`src/rtl/wb2apb_pkg.sv`:
```
// Shared types and default sizes for the Wishbone-classic to APB4 bridge.
package wb2apb_pkg;

    // Bridge sequencing: request capture, APB setup, APB access, Wishbone response
    typedef enum logic [1:0] {
        ST_IDLE   = 2'd0,
        ST_SETUP  = 2'd1,
        ST_ACCESS = 2'd2,
        ST_RESP   = 2'd3
    } state_e;

    localparam int DEF_ADDR_WIDTH = 32;
    localparam int DEF_DATA_WIDTH = 32;
    localparam int DEF_TIMEOUT    = 16;

    // Wide enough for the largest supported TIMEOUT (255)
    localparam int TO_CNT_W = 8;

endpackage

```
`src/rtl/wb2apb_timeout.sv`:
```
// Counts APB ACCESS cycles spent waiting for PREADY and flags the cycle on
// which the wait limit is reached.
module wb2apb_timeout
    import wb2apb_pkg::*;
#(
    parameter int TIMEOUT = DEF_TIMEOUT
) (
    input  logic clk,
    input  logic rst_n,
    input  logic clear_i,
    input  logic enable_i,
    output logic expired_o
);

    // Count value present during the final permitted waiting cycle
    localparam logic [TO_CNT_W-1:0] LAST = TO_CNT_W'(TIMEOUT - 1);

    logic [TO_CNT_W-1:0] cnt_q;
    logic [TO_CNT_W-1:0] cnt_d;

    // Next count: cleared outside ACCESS, saturating at the limit while waiting
    always_comb begin
        cnt_d = cnt_q;
        if (clear_i) begin
            cnt_d = '0;
        end else if (enable_i && (cnt_q != LAST)) begin
            cnt_d = cnt_q + TO_CNT_W'(1);
        end
    end

    // Counter register
    always_ff @(posedge clk or negedge rst_n) begin
        if (!rst_n) begin
            cnt_q <= '0;
        end else begin
            cnt_q <= cnt_d;
        end
    end

    // This waiting cycle is the TIMEOUT-th one; the caller decides whether
    // a simultaneous PREADY overrides it.
    assign expired_o = enable_i && !clear_i && (cnt_q == LAST);

endmodule

```
`src/rtl/wb2apb_bridge.sv`:
```
// Wishbone classic slave to APB4 requester bridge. One transfer at a time,
// all outputs registered, with a bounded wait on PREADY.
module wb2apb_bridge
    import wb2apb_pkg::*;
#(
    parameter int         ADDR_WIDTH = DEF_ADDR_WIDTH,
    parameter int         DATA_WIDTH = DEF_DATA_WIDTH,
    parameter int         TIMEOUT    = DEF_TIMEOUT,
    parameter logic [2:0] PPROT_VAL  = 3'b000
) (
    input  logic                    PCLK_i,
    input  logic                    PRESETn_i,
    input  logic                    wb_cyc_i,
    input  logic                    wb_stb_i,
    input  logic                    wb_we_i,
    input  logic [ADDR_WIDTH-1:0]   wb_adr_i,
    input  logic [DATA_WIDTH-1:0]   wb_dat_i,
    input  logic [DATA_WIDTH/8-1:0] wb_sel_i,
    output logic [DATA_WIDTH-1:0]   wb_dat_o,
    output logic                    wb_ack_o,
    output logic                    wb_err_o,
    output logic [ADDR_WIDTH-1:0]   PADDR_o,
    output logic [DATA_WIDTH-1:0]   PWDATA_o,
    output logic [DATA_WIDTH/8-1:0] PSTRB_o,
    output logic [2:0]              PPROT_o,
    output logic                    PSEL_o,
    output logic                    PENABLE_o,
    output logic                    PWRITE_o,
    input  logic [DATA_WIDTH-1:0]   PRDATA_i,
    input  logic                    PREADY_i,
    input  logic                    PSLVERR_i
);

    localparam int STRB_W = DATA_WIDTH / 8;

    state_e                  state_q,   state_d;
    logic [ADDR_WIDTH-1:0]   paddr_q,   paddr_d;
    logic [DATA_WIDTH-1:0]   pwdata_q,  pwdata_d;
    logic [STRB_W-1:0]       pstrb_q,   pstrb_d;
    logic                    pwrite_q,  pwrite_d;
    logic                    psel_q,    psel_d;
    logic                    penable_q, penable_d;
    logic [DATA_WIDTH-1:0]   rdata_q,   rdata_d;
    logic                    ack_q,     ack_d;
    logic                    err_q,     err_d;
    logic                    abort_q,   abort_d;
    logic                    abort_now;
    logic                    to_clear;
    logic                    to_enable;
    logic                    to_expired;

    // The wait counter only runs while ACCESS is stalled on PREADY
    assign to_clear  = (state_q != ST_ACCESS);
    assign to_enable = (state_q == ST_ACCESS) && !PREADY_i;

    wb2apb_timeout #(
        .TIMEOUT (TIMEOUT)
    ) u_timeout (
        .clk       (PCLK_i),
        .rst_n     (PRESETn_i),
        .clear_i   (to_clear),
        .enable_i  (to_enable),
        .expired_o (to_expired)
    );

    // Next-state and next-output decode for the transfer sequencer
    always_comb begin
        state_d   = state_q;
        paddr_d   = paddr_q;
        pwdata_d  = pwdata_q;
        pstrb_d   = pstrb_q;
        pwrite_d  = pwrite_q;
        psel_d    = psel_q;
        penable_d = penable_q;
        rdata_d   = rdata_q;
        ack_d     = 1'b0;
        err_d     = 1'b0;
        abort_d   = abort_q;
        // A master that has left the cycle gets no termination, but the
        // APB side is still carried through so the completer stays sane.
        abort_now = abort_q || !wb_cyc_i;

        case (state_q)
            ST_IDLE: begin
                abort_d = 1'b0;
                if (wb_cyc_i && wb_stb_i) begin
                    paddr_d   = wb_adr_i;
                    pwdata_d  = wb_dat_i;
                    pstrb_d   = wb_we_i ? wb_sel_i : '0;
                    pwrite_d  = wb_we_i;
                    psel_d    = 1'b1;
                    penable_d = 1'b0;
                    state_d   = ST_SETUP;
                end
            end
            ST_SETUP: begin
                abort_d   = abort_now;
                penable_d = 1'b1;
                state_d   = ST_ACCESS;
            end
            ST_ACCESS: begin
                abort_d = abort_now;
                // PREADY takes priority over a timeout landing on the same cycle
                if (PREADY_i) begin
                    if (!pwrite_q) begin
                        rdata_d = PRDATA_i;
                    end
                    psel_d    = 1'b0;
                    penable_d = 1'b0;
                    ack_d     = !PSLVERR_i && !abort_now;
                    err_d     = PSLVERR_i && !abort_now;
                    state_d   = ST_RESP;
                end else if (to_expired) begin
                    psel_d    = 1'b0;
                    penable_d = 1'b0;
                    err_d     = !abort_now;
                    state_d   = ST_RESP;
                end
            end
            ST_RESP: begin
                abort_d = 1'b0;
                state_d = ST_IDLE;
            end
            default: begin
                state_d = ST_IDLE;
            end
        endcase
    end

    // Sequencer and output registers, cleared asynchronously
    always_ff @(posedge PCLK_i or negedge PRESETn_i) begin
        if (!PRESETn_i) begin
            state_q   <= ST_IDLE;
            paddr_q   <= '0;
            pwdata_q  <= '0;
            pstrb_q   <= '0;
            pwrite_q  <= 1'b0;
            psel_q    <= 1'b0;
            penable_q <= 1'b0;
            rdata_q   <= '0;
            ack_q     <= 1'b0;
            err_q     <= 1'b0;
            abort_q   <= 1'b0;
        end else begin
            state_q   <= state_d;
            paddr_q   <= paddr_d;
            pwdata_q  <= pwdata_d;
            pstrb_q   <= pstrb_d;
            pwrite_q  <= pwrite_d;
            psel_q    <= psel_d;
            penable_q <= penable_d;
            rdata_q   <= rdata_d;
            ack_q     <= ack_d;
            err_q     <= err_d;
            abort_q   <= abort_d;
        end
    end

    assign PADDR_o   = paddr_q;
    assign PWDATA_o  = pwdata_q;
    assign PSTRB_o   = pstrb_q;
    assign PWRITE_o  = pwrite_q;
    assign PSEL_o    = psel_q;
    assign PENABLE_o = penable_q;
    assign PPROT_o   = PPROT_VAL;
    assign wb_dat_o  = rdata_q;
    assign wb_ack_o  = ack_q;
    assign wb_err_o  = err_q;

endmodule

```
`config.mk`:
```
export PLATFORM = sky130hd
export DESIGN_NAME = wb2apb_bridge
export DESIGN_NICKNAME = d
export VERILOG_FILES = /design/src/rtl/wb2apb_pkg.sv /design/src/rtl/wb2apb_timeout.sv /design/src/rtl/wb2apb_bridge.sv
export SDC_FILE = /design/constraint.sdc
export NUM_CORES = 1
export LEC_CHECK = 0
export ABC_AREA = 1
export CAP_MARGIN = 20
export CORE_MARGIN = 1.5
export CORE_UTILIZATION = 45
export DETAILED_ROUTE_END_ITERATION = 8
export PLACE_DENSITY_LB_ADDON = 0.12
export RECOVER_POWER = 50
export SETUP_SLACK_MARGIN = 0.5
export SYNTH_ARGS = -nofsm -noshare
export SYNTH_HDL_FRONTEND = slang
export SYNTH_SLANG_ARGS = --single-unit
```
`constraint.sdc`:
```
create_clock -name PCLK_i -period 3.2 [get_ports PCLK_i]
set_input_delay 0.32 -clock PCLK_i [delete_from_list [all_inputs] [get_ports PCLK_i]]
set_output_delay 0.32 -clock PCLK_i [all_outputs]
set_load 0.005 [all_outputs]
```
==> results of run 1 <==
[layer usage]
| metal | vias up | wire (um) | track usage [%] |
|---|---|---|---|
| met5 | - | 0 | 0 |
| met4 | 0 | 247 | 9.56 |
| met3 | 16 | 909 | 8.34 |
| met2 | 152 | 6440 | 39.1 |
| met1 | 1866 | 5390 | 30.3 |
| li1 | 1916 | - | - |
[worst max-delay path, stage by stage (launching register included)]
cell	delay [ps]
dfrtp_1	410
inv_1	110
ha_1	400
nand3_4	570
mux2_4	500
[repair_timing]
| item | 4_1_cts | 5_1_grt |
|---|---|---|
| hold buffers | 1 | 0 |
| hold endpoints to repair | 64 | 0 |
| setup buffers | 0 | 0 |
| resized for setup | 0 | 0 |
[kinds of logic (layout without fill, tap and decap cells)]
| kind of cell | count (synthesis) | count (layout) | synth area share (%) |
|---|---|---|---|
| flops | 116 | 116 | 60.5 |
| other cells | 1 | 3 | 0.0782 |
| simple gates | 268 | 268 | 22.2 |
| fa+ha+maj | 5 | 5 | 1.30 |
| mux | 32 | 32 | 9.86 |
| buf+inv | 38 | 264 | 4.28 |
| compound gates | 15 | 15 | 1.77 |
[sequential cells by signal, summed over array words and instances, names as in the netlist, 2 cells and up]
| signal | cells |
|---|---|
| PADDR_o | 32 |
| wb_dat_o | 32 |
| u_timeout.cnt_q | 8 |
| PSTRB_o | 4 |
| PWDATA_o | 32 |
| state_q | 2 |
[area by class of cell]
type | count | area (um2) | area share, %
Sequential cell | 116 | 2900 | 38.7
Timing Repair Buffer | 216 | 2160 | 28.8
Multi-Input combinational cell | 323 | 1690 | 22.6
Clock buffer | 26 | 488 | 6.50
Tap cell | 136 | 170 | 2.27
Inverter | 17 | 63.8 | 0.850
Clock inverter | 5 | 25.0 | 0.333
[worst paths after layout]
kind | end | slack (ps) | cells past startpoint
hold reg to reg | PADDR_o[2] | 470 | 2
setup / recovery | wb_dat_o[4] | 1080 | 4
min in group asynchronous | PWDATA_o[18] | 750 | 2
hold / removal | PADDR_o[30] | 320 | 3
max in group asynchronous | PADDR_o[4] | 1440 | 3
setup reg to reg | wb_dat_o[4] | 1080 | 4
[metrics by stage]
stage          hold slack [ps]  setup WS [ps]
2_1_floorplan             24.4           1750
3_3_place_gp               460           1130
3_5_place_dp               464           1090
4_1_cts                    302           1060
5_1_grt                    315            950
6_report                   320           1080
[cell usage in the layout (no fill, tap or decap)]
cell               n
nand2_1          236
clkdlybuf4s50_1  163
dfrtp_1          116
dlygate4sd3_1     48
mux2_4            30
clkbuf_16         16
inv_1             15
nor2_1            15
o21ai_0            8
nand3_1            7
ha_1               5
clkbuf_8           5
clkinv_2           5
clkbuf_1           5
nand4_1            3
conb_1             3
buf_4              3
nor3_1             2
inv_2              2
o21ai_2            2
a21oi_1            2
mux2_2             2
nor2_4             2
o21ai_1            2
nor2_2             1
nand3_2            1
nand3_4            1
a21o_1             1
clkbuf_2           1
buf_12             1
[power groups by stage]
stage               logic, mW  registers, mW  clock network, mW
floorplan                1.04           2.53                  0
global placement         2.67           2.47                  0
detailed placement       2.74           2.50                  0
CTS                      2.77           2.50               1.67
global route             2.85           2.56               1.73
finish                   2.62           2.49               1.64
==> results.md, run 1 <==
* Status: finished with violations
* Failing checks: max-capacitance violations, max-slew violations
* Clock power share at 24.3%
* Worst-margin pin slew at 1620 ps
* Leak at 3.74 nW
* Clock skew at 7.01 ps
* Worst setup EP type: register
* Area share of the largest cell type after synthesis at 60.5%
* Hold Crit Class: in -> reg
* Area contributors post-synth: dfrtp_1, nand2_1, mux2_4
* Final antenna-violating net count at 0
* Vias per Instance at 4.71
* Fill count at 749
* Sequential power share at 36.9%
* Worst-path maximum fanout at 32
* Fmax achieved at 471 MHz
* Post-Synthesis Cells at 475
* Worst Setup Path Type: reg -> reg
* Peak VDD IR at 0.573 mV
* Initial Util at 46.5%
* Sw Share at 29.4%
* Post-synth top cells: nand2_1, dfrtp_1, mux2_4
* FF-to-FF Start: state_q[0]
* Largest net degree at the start of global routing at 73
* Core area at 10300 um2
* Internal power at 4.76 mW
* Launch point of the worst path: state_q[0]
* CTS buffer count at 17
* Synth async-reset ratio at 100%
* DRC viols at 0
* Layout Utilization at 72.7%
* Largest area contributor in the netlist: dfrtp_1
* Total power at 6.74 mW
* Detailed Route WL at 13000 um
* Setup crit start kind: register
* Port buffer count at 211
* Logic pwr share at 38.9%
* Synthesized cell area at 4800 um2
* Design Area, Final at 7500 um2
* Yosys warns at 0
* Ports at 215
* First-pass GRT wire length at 20700 um
* TritonCTS clock tree: yes
* Per-cell routed wire length at 15.5 um
* Slew margin rel. at -8.27%
* TritonRoute pass-1 iters at 4
* Vias in the first global route at 3935
* Routability cong. at 0.816
* Worst-Skew Late Latency at 530 ps
* MaxCap Viol Count at 1
* Pwr dens at 899 nW/um2
* Final TNS setup at 0 ps
* DIE HEIGHT at 106 um
* Most numerous cell in the Yosys netlist: nand2_1
* Cell variety after synth at 25
* Setup violations, final at 0
* Tot GR Track Use at 24.4%
* Synthesis-to-layout area growth at 56.4%
* Die area at 11300 um2
* Hold Fails Final Rpt at 0
* Vias at 3950
* Final slew viol count at 65
* Share of layout cells above drive strength 1 at 10.2%
* Post-synthesis register bit count at 116
* Average size of a mapped cell at 10.1 um2
* Initial drt markers at 289
* # rows at 37
* Htree depth at 4
* Antenna violations before repair at 0
* Fin crit share at 66.3%
* Sw Pwr at 1.98 mW
* HP Start: wb_adr_i[30]
* Most used DFF post-synth: dfrtp_1
* Nets at 803
* Detailed placer's ending HPWL at 9020 um
* Worst-path clk slew at 50 ps
* Chip Width at 106 um
* Cell count after placement at 807
* Non-filler cells, final at 839
* Bufs on Longest Clock Path at 2
* Grt ovf at 0
* Final min period at 2120 ps
* Post-synthesis sequential area ratio at 60.5%
* Clock sinks at 116
* Critical Path RT at 3610 ps
* Post-synth EDFFs at 0
* CTS root buffer: clkbuf_8
* Diode count at 0
* RSZ-0062 raised after global routing: no
* Area after DPL at 6990 um2
* Worst Path Arrival at 2530 ps
(Power assumes the default switching activity.)
==> inputs of run 2 (changes only) <==
--- a/config.mk
+++ b/config.mk
@@ -8,7 +8,7 @@
 export ABC_AREA = 1
 export CAP_MARGIN = 20
 export CORE_MARGIN = 1.5
-export CORE_UTILIZATION = 45
+export CORE_UTILIZATION = 38
 export DETAILED_ROUTE_END_ITERATION = 8
 export PLACE_DENSITY_LB_ADDON = 0.12
 export RECOVER_POWER = 50
==> constraint.sdc (replaced) <==
create_clock -name PCLK_i -period 1.85 [get_ports PCLK_i]
set_input_delay 0.185 -clock PCLK_i [delete_from_list [all_inputs] [get_ports PCLK_i]]
set_output_delay 0.185 -clock PCLK_i [all_outputs]
set_load 0.005 [all_outputs]
==> run 2 against run 1 <==
Count of clock-buffer cells in the layout decreased by 4. Die area increased by 18%. The flow now finishes without violations. Sequential share of layout area decreased by 2.9 points. Hold slack got worse by 8.8 ps. Largest cell class unchanged. Combinational power increased by 80%. Core utilization decreased by 5.9 points. Clock skew about the same. Flip-flop and latch count unchanged. Setup slack got worse by 740 ps. Maximum frequency increased by 40%. Critical path depth increased by 1.
==> results.md, run 2 (synthesis results as in run 1) <==
* Commonest non-fill, non-tap cell in the layout: nand2_1
* Worst-path clk slew at 50 ps
* Ports at 215
* Crit-path slowest cell: dfrtp_1
* Most frequent cells in the layout: nand2_1, dfrtp_1, clkdlybuf4s50_1, dlygate4sd2_1, mux2_4
* First-pass GRT wire length at 21200 um
* TritonRoute pass-1 iters at 4
* Detailed placer's ending HPWL at 9380 um
* Critical path's largest stage delay at 380 ps
* Setup violations, final at 0
* Vias in the first global route at 4168
* Setup crit start kind: register
* Htree depth at 4
* Worst setup EP type: register
* Leak at 4.23 nW
* Vias at 4089
* Core area at 12200 um2
* Synthesis-to-layout area growth at 69.3%
* Peak VDD IR at 0.921 mV
* Detailed Route WL at 13900 um
* Vias per Instance at 4.51
* Status: complete, no violations
* Largest net degree at the start of global routing at 47
* Antenna violations before repair at 1
* # rows at 40
* Routability cong. at 0.837
* Worst-margin pin slew at 899 ps
* Final antenna-violating net count at 0
* Clock sinks at 116
* Per-cell routed wire length at 15.4 um
* Nets at 837
* Fmax achieved at 659 MHz
* Worst Setup Path Type: reg -> reg
* Hold Fails Final Rpt at 0
* Bufs on Longest Clock Path at 2
* Initial drt markers at 215
* Tot GR Track Use at 21.0%
* Slew margin rel. at 40.1%
* DIE HEIGHT at 115 um
* Hold Crit Class: in -> reg
* Storage element area at 2900 um2
* Diode count at 0
* Initial Util at 39.4%
* CP top delay family: flip-flops
* Final min period at 1520 ps
* Final slew viol count at 0
* Clock skew at 6.94 ps
* Area occupied by multi-input gates at 1810 um2
* MaxCap Viol Count at 0
* Fill count at 1005
* CP bufs+invs at 2
* Worst-path maximum fanout at 12
* Worst Path Arrival at 1800 ps
* Fin crit share at 82.0%
* Pwr dens at 1530 nW/um2
* Share of layout cells above drive strength 1 at 17.9%
* Grt ovf at 0
* Crit-path cells: inv_1, ha_4, nand3_4, buf_12, mux2_4
* RSZ-0062 raised after global routing: yes
* TritonCTS clock tree: yes
* Worst-Skew Late Latency at 410 ps
* CTS root buffer: clkbuf_16
* Critical Path RT at 2140 ps
* DRC viols at 0
* R2r setup slk at 330 ps
* Chip Width at 115 um
* CTS buffer count at 17
* Final TNS setup at 0 ps
* Die area at 13300 um2
* Layout Utilization at 66.8%
* Port buffer count at 211
-- run 2: changes by cell type in the layout (fill, tap and decap cells not counted), moves of 7 or more --
cell and change:
dlygate4sd2_1 +105, clkdlybuf4s50_1 -58, dlygate4sd3_1 -47, buf_4 +15, buf_12 +8, nand2_1 -7
-- run 2: area by class of cell --
| type | instances | area share, % |
|---|---|---|
| Inverter | 17 | 0.940 |
| Tap cell | 168 | 2.59 |
| Sequential cell | 116 | 35.8 |
| Clock buffer | 22 | 5.84 |
| Clock inverter | 10 | 1.88 |
| Multi-Input combinational cell | 323 | 22.2 |
| Timing Repair Buffer | 250 | 30.8 |
-- run 2: metrics by stage --
| step | instances | setup WS [ps] | instance area (um2) | hold slack, ps | power, mW |
|---|---|---|---|---|---|
| after floorplan | 477 | 421 | 4820 | -111 | 6.18 |
| after global placement | 846 | 213 | 7150 | 158 | 9.02 |
| final | 906 | 333 | 8120 | 311 | 12.4 |
| after global routing | 906 | 280 | 8120 | 306 | 13.2 |
| after detailed placement | 846 | 179 | 7150 | 172 | 9.15 |
| after CTS | 898 | 375 | 7950 | 277 | 12.3 |
-- run 2: per-layer routing --
layer	global-route usage (%)	vias up	routed length (um)	part of all wire [%]
li1	-	1990	-	-
met2	34.7	158	6880	49
met3	6.85	21	1060	7.6
met1	25.3	1918	5710	41
met4	8.89	2	265	1.9
met5	0	-	11	0.079
-- run 2: what timing repair did --
action / CTS / global route
hold endpoints to repair: 32 / 0
gates cloned: 2 / 3
setup buffers: 17 / 5
pin swaps: 12 / 12
resized for setup: 134 / 16
setup endpoints to repair: 218 / 112
hold buffers: 1 / 0
-- run 2: worst reg2reg max path, delay by kind of cell, from the launching register on --
family / cells / cell delay, ps
buffers and inverters: 2 / 350
DFF: 1 / 380
adders and majority gates: 1 / 170
muxes: 1 / 310
and+or+nand+nor: 1 / 190
-- run 2: worst paths after layout --
check	from	end	cells after the start
min in group asynchronous	PRESETn_i	wb_dat_o[16]	2
min reg2reg	PENABLE_o	PENABLE_o	2
max in group asynchronous	PRESETn_i	state_q[1]	3
min	wb_adr_i[5]	PADDR_o[5]	3
max reg2reg	state_q[0]	wb_dat_o[5]	5
max	state_q[0]	wb_dat_o[5]	5
-- run 2: power by group --
group / internal, mW / switching (mW) / leakage, nW
logic: 2.75 / 1.96 / 2.48
registers: 3.67 / 0.574 / 1.44
clock network: 2.35 / 1.10 / 0.310
